**src/rtl/ldm_writeback_seq.sv**
```systemverilog
// rtl/ldm_writeback_seq.sv - load-multiple register file write-back sequencer
module ldm_writeback_seq #(
   parameter int DATA_W = 32,
   parameter int NREG   = 16,
   localparam int AW    = $clog2(NREG)
) (
   input  logic              clk,
   input  logic              rst,
   input  logic              start,
   input  logic [NREG-1:0]   reg_list,
   input  logic [DATA_W-1:0] base_in,
   input  logic              wb_base,
   input  logic [AW-1:0]     base_reg,
   output logic              mem_req,
   output logic [DATA_W-1:0] mem_addr,
   input  logic              mem_rvalid,
   input  logic [DATA_W-1:0] mem_data,
   output logic              wen_ARd,
   output logic [AW-1:0]     ARd,
   output logic [DATA_W-1:0] Rd_data,
   output logic              pc_written,
   output logic              busy,
   output logic              done
);

   typedef enum logic [1:0] {
      S_IDLE = 2'd0,
      S_REQ  = 2'd1,
      S_WBB  = 2'd2,
      S_DONE = 2'd3
   } state_t;

   state_t            state;
   state_t            state_nx;
   logic [NREG-1:0]   list_q;
   logic [NREG-1:0]   rem_q;
   logic [NREG-1:0]   rem_clr;
   logic [DATA_W-1:0] addr_q;
   logic              wb_q;
   logic [AW-1:0]     base_reg_q;
   logic [AW-1:0]     cur_idx;

   // Lowest set bit of the remaining list selects the register being loaded.
   always_comb begin
      cur_idx = '0;
      for (int i = NREG - 1; i >= 0; i--) begin
         if (rem_q[i]) cur_idx = AW'(i);
      end
   end

   assign rem_clr = rem_q & ~(NREG'(1) << cur_idx);

   // Next state and all outputs; addr_q already equals base + 4*count when WBB runs.
   always_comb begin
      state_nx   = state;
      mem_req    = 1'b0;
      wen_ARd    = 1'b0;
      ARd        = '0;
      Rd_data    = '0;
      busy       = 1'b0;
      done       = 1'b0;
      case (state)
         S_IDLE: begin
            if (start) state_nx = (reg_list != '0) ? S_REQ : S_DONE;
         end
         S_REQ: begin
            busy    = 1'b1;
            mem_req = 1'b1;
            if (mem_rvalid) begin
               wen_ARd = 1'b1;
               ARd     = cur_idx;
               Rd_data = mem_data;
               if (rem_clr == '0)
                  state_nx = (wb_q && !list_q[base_reg_q]) ? S_WBB : S_DONE;
            end
         end
         S_WBB: begin
            busy     = 1'b1;
            wen_ARd  = 1'b1;
            ARd      = base_reg_q;
            Rd_data  = addr_q;
            state_nx = S_DONE;
         end
         S_DONE: begin
            busy     = 1'b1;
            done     = 1'b1;
            state_nx = S_IDLE;
         end
         default: state_nx = S_IDLE;
      endcase
      mem_addr   = mem_req ? addr_q : '0;
      pc_written = wen_ARd && (ARd == AW'(NREG - 1));
   end

   // State register.
   always_ff @(posedge clk) begin
      if (rst) state <= S_IDLE;
      else     state <= state_nx;
   end

   // Capture the request in IDLE; retire one list bit and advance the address per accepted read.
   always_ff @(posedge clk) begin
      if (rst) begin
         list_q     <= '0;
         rem_q      <= '0;
         addr_q     <= '0;
         wb_q       <= 1'b0;
         base_reg_q <= '0;
      end else if (state == S_IDLE && start) begin
         list_q     <= reg_list;
         rem_q      <= reg_list;
         addr_q     <= base_in;
         wb_q       <= wb_base;
         base_reg_q <= base_reg;
      end else if (state == S_REQ && mem_rvalid) begin
         rem_q  <= rem_clr;
         addr_q <= addr_q + DATA_W'(4);
      end
   end

endmodule

```
**config.mk**
```make
export PLATFORM = sky130hd
export DESIGN_NAME = ldm_writeback_seq
export DESIGN_NICKNAME = d
export VERILOG_FILES = /design/src/rtl/ldm_writeback_seq.sv
export SDC_FILE = /design/constraint.sdc
export NUM_CORES = 1
export LEC_CHECK = 0
export ABC_AREA = 1
export BUFFER_PORTS_ARGS = -buffer_cell sky130_fd_sc_hd__buf_4
export CORE_MARGIN = 3
export CORE_UTILIZATION = 46
export CTS_CLUSTER_DIAMETER = 100
export DETAILED_ROUTE_END_ITERATION = 6
export PLACE_DENSITY = 0.86
export SYNTH_ARGS = -nofsm -noshare
export SYNTH_HDL_FRONTEND = slang
export SYNTH_SLANG_ARGS = --single-unit
```
**constraint.sdc**
```tcl
create_clock -name clk -period 1.93 [get_ports clk]
set_input_delay 0.386 -clock clk [delete_from_list [all_inputs] [get_ports clk]]
set_output_delay 0.386 -clock clk [all_outputs]
set_load 0.1 [all_outputs]
```
==> metrics, run 1 <==
Yosys warnings 0; Stop stage clock tree synthesis (4_1_cts); register bit total from synthesis 71; Setup WS pre-CTS -0.4524 ns; CTS Root Cell clkbuf_8; post-synthesis async set-or-reset flop share 0%; CTS Buf Count 9; Clock Sinks between 70 and 80; setup bufs post-CTS 34; I/O Buffers roughly 160; Post-Syn Area per Cell just over 6 um^2; Error [ERROR DPL-0033] detailed placement checks failed during check placement.; CTS Hold Bufs 0; clock tree buffer depth 2; Die Ht ~110 um; GP Congestion 1.023; Post-Syn Nets 871; I/O pins approximately 160; Synth cell types 39; status aborted with a tool error; EDFF count, synth 0; H-tree levels 3; row count 36; Final HPWL DP around 13000 um; Mapped Area approximately 4800 um^2; Chip Width roughly 110 um; placed inst area 7332 um^2; CTS resizes 412; Cells after Synth approximately 780; sequential cell area fraction in the yosys report between 20% and 30%; Main synth FF type dfxtp_1; Starting Density a little under half
[cells in the mapped netlist, types with 2 or more instances]
library cell  instances  share of area, %
a21oi_1              76               8.0
a21oi_2               2              0.37
a31oi_1              31               4.1
buf_1                 3              0.24
buf_6                 4              0.95
clkbuf_1             36               2.8
clkinv_1              3              0.24
dfxtp_1              71                30
ha_1                  6               1.6
inv_1                93               7.3
inv_2                 3              0.24
mux2i_1               4              0.84
nand2_1             256                20
nand2_2               4              0.53
nand3_1              30               3.2
nand3_2               2              0.42
nand3b_1              2              0.32
nand4_1              15               2.0
nor2_1               34               2.7
nor3_1                5              0.53
nor4_1                9               1.2
o211ai_1              5              0.79
o21ai_0              34               3.6
o21ai_1               3              0.32
o21bai_1              4              0.63
or2_2                10               1.3
xnor2_1               6               1.1
xor2_1               14               2.6
[cell families after synthesis]
logic type | share of synthesized area [%]
buf+inv | 12.03
xor+xnor | 3.684
simple gates | 33.53
flops | 29.89
compound gates | 18.45
mux | 0.8421
fa+ha+maj | 1.579
[through the flow]
step | cells | utilization, %
after floorplan | 776 | -
after global placement | 1118 | 73.99
after detailed placement | 1118 | 73.99
==> inputs of run 2 (changes only) <==
--- a/config.mk
+++ b/config.mk
@@ -8,10 +8,9 @@
 export ABC_AREA = 1
 export BUFFER_PORTS_ARGS = -buffer_cell sky130_fd_sc_hd__buf_4
 export CORE_MARGIN = 3
-export CORE_UTILIZATION = 46
-export CTS_CLUSTER_DIAMETER = 100
+export CORE_UTILIZATION = 40
 export DETAILED_ROUTE_END_ITERATION = 6
-export PLACE_DENSITY = 0.86
+export PLACE_DENSITY_LB_ADDON = 0.15
 export SYNTH_ARGS = -nofsm -noshare
 export SYNTH_HDL_FRONTEND = slang
 export SYNTH_SLANG_ARGS = --single-unit
==> constraint.sdc (replaced) <==
create_clock -name clk -period 2.5 [get_ports clk]
set_input_delay 0.5 -clock clk [delete_from_list [all_inputs] [get_ports clk]]
set_output_delay 0.5 -clock clk [all_outputs]
set_load 0.1 [all_outputs]
==> metrics, run 2 <==
status complete, but fails checks; failing checks setup timing; WL final ~18000 um; antenna violations before repair 0; DR iter-0 viols between 400 and 500; Core Util, Final a little under two thirds; CP Data Arrival Time ~2 ns; LEAKAGE 0.003184 uW; Starting Density around two fifths; Power Internal 3702 uW; sequential cell area fraction in the yosys report 29.89%; clock tree buffer depth 2; Worst Slack Setup Final -0.06082 ns; CTS Buf Count 9; CP Launch Type flip-flop; sw frac between 50% and 60%; Largest regs addr_q x32, list_q x16, rem_q x16; number of global-route vias before repair 5556; Hold Crit Class in2reg; DP Cell Count roughly 1100; register bit total from synthesis approximately 70; Main synth FF type dfxtp_1; PwrDens 1115 nW/um^2; max FFs per register 32; row count 39; count leader, synth nand2_1; first-pass GRT wire length roughly 27000 um; worst-skew pair later-pin latency 0.33 ns; Worst Hold Slack between 0.4 and 0.5 ns; Yosys warnings 0; pin count of the biggest net entering global routing approximately 50; Crit. End Element primary output; proportion of layout cells with a drive suffix above 1 a little under a third; core area approximately 12000 um^2; Worst EP required approximately 2.0 ns; wire per inst between 15 and 20 um; Synth top area share 29.89%; top post-synthesis cells by count nand2_1 (256), inv_1 (93), a21oi_1 (76), dfxtp_1 (71), clkbuf_1 (36); Setup-failing EPs final 4; max-cap violation count 0; Least-Margin Pin Slew roughly 0.64 ns; number of diodes 0; maximum fanout along the worst path 3; Clock transition at path regs approximately 0.05 ns; Layout Nets between 1000 and 1500; EDFF count, synth 0; H-tree levels 3; slew margin rel. 56.97%; Die Ht approximately 120 um; CTS Root Cell clkbuf_16; synth top area cells dfxtp_1 (30%), nand2_1 (20%), a21oi_1 (8.0%); I/O pins approximately 160; Post-Syn Nets roughly 870; final slew viol count 0; most frequent cells in the layout nand2_1 (250), buf_4 (151), inv_1 (84); switching power around 4500 uW; Clock Sinks just over 70; Crit Path Category reg2out; I/O Buffers between 150 and 200; antenna-violating nets left 0; GRT Total Usage between 20 and 30%; Post-Syn Area per Cell just over 6 um^2; die footprint 13230 um^2; post-synthesis async set-or-reset flop share 0%; drt drc 0; clock power share 14.1%; RSZ-0062 raised after global routing yes; min Tclk post-route between 2 and 3 ns; Worst VDD drop slightly above 0.6 mV; vias post-DR around 5800; combinational power share between 60 and 70%; largest area contributor in the netlist dfxtp_1; share of power burned in registers 21.3%; post-route cell area between 7000 and 8000 um^2; Cells after Synth a little under 800; GP Congestion 0.9619; CTS tree built; Final HPWL DP about 13000 um; leading cell type in the layout, fill and taps excluded nand2_1; Reg with most FFs addr_q; Chip Width 115.0 um; placed inst area roughly 6700 um^2; Synth cell types 39; Mapped Area 4755 um^2; Max Freq 390.5 MHz; vias per cell 5.325; first-pass detailed-route iteration total 5; clk_skew 0.006687 ns; Final Hold Viols 0; area grow syn2layout 54.45%; Tcrit/Tclk final 102.4%; fin cells ~1100; overflow left after global routing 0
==> run 2: cell counts after synthesis <==
Identical to the previous run, type by type.
==> run 2: final timing paths <==
| kind | cells past startpoint | start | slack (ns) | to |
|---|---|---|---|---|
| worst max-delay path | 13 | rem_q[15]$_SDFFE_PP0N_ | -0.06 | pc_written |
| worst min-delay path | 3 | base_in[18] | 0.43 | addr_q[18]$_SDFFE_PP0N_ |
| worst max register to register | 22 | rem_q[15]$_SDFFE_PP0N_ | 0.08 | state[1]$_SDFFE_PP0P_ |
| worst min register to register | 2 | list_q[2]$_SDFFE_PP0P_ | 0.46 | list_q[2]$_SDFFE_PP0P_ |
==> run 2: per-layer routing <==
layer	track usage, %	up-vias	part of all wire (%)
met3	4.263	39	6.5
met5	0	-	0
li1	-	2824	-
met4	9.233	0	2.7
met2	46.26	220	50
met1	30.30	2679	41
==> run 2: worst max-delay path, cell delays in order, from the launching register on <==
cell	delay, ns
dfxtp_1	0.34
buf_4	0.13
inv_1	0.04
nand2_1	0.09
nor3_2	0.05
inv_1	0.05
nand2_1	0.06
a21oi_2	0.21
buf_12	0.13
nand2_4	0.04
a21oi_4	0.17
nand3_2	0.11
nor2_4	0.13
buf_12	0.18
==> run 2: per-stage QoR <==
stage | worst slack (ns) | TNS, ns | power [uW]
6_report | -0.06082 | -0.1258 | 8185
5_1_grt | -0.2199 | -2.698 | 8622
4_1_cts | -0.04513 | -0.07216 | 8043
2_1_floorplan | -0.5732 | -3.064 | 5339
3_5_place_dp | 0.03880 | 0 | 6640
3_3_place_gp | 0.07455 | 0 | 6575
==> run 2: area by class of cell <==
cell class	count	area (um^2)
flip-flops and latches	71	1425
fillers	1015	4173
well taps	143	178.9
clock buffers	13	260.3
multi-input cells	562	3309
repair buffers	193	1788
inverters	99	376.6
clock inverters	1	5.005
==> run 2: cells by family (layout without fill, tap and decap cells) <==
kind of cell / after synthesis / in the layout / share of synthesized area, %
buffers and inverters: 143 / 306 / 12.03
adders and majority gates: 6 / 6 / 1.579
xor gates and xnor gates: 20 / 20 / 3.684
DFF: 71 / 71 / 29.89
AOI/OAI and AO/OA: 159 / 159 / 18.45
and+or+nand+nor: 373 / 373 / 33.53
muxes: 4 / 4 / 0.8421
==> run 2: repair_timing <==
item                       4_1_cts  5_1_grt
hold buffers                     0        0
setup endpoints to repair       37       45
resized for setup               59       45
pin swaps                        3        3
buffers inserted                 3        2
==> run 2: power groups by stage <==
| stage | Clock [uW] | Sequential (uW) | Combinational [uW] |
|---|---|---|---|
| floorplan | 0 | 1650 | 3690 |
| global placement | 0 | 1740 | 4830 |
| detailed placement | 0 | 1750 | 4890 |
| global route | 1240 | 1780 | 5600 |
| finish | 1160 | 1750 | 5280 |
| CTS | 1180 | 1730 | 5120 |
No activity file was read; power rests on OpenSTA's default activity.
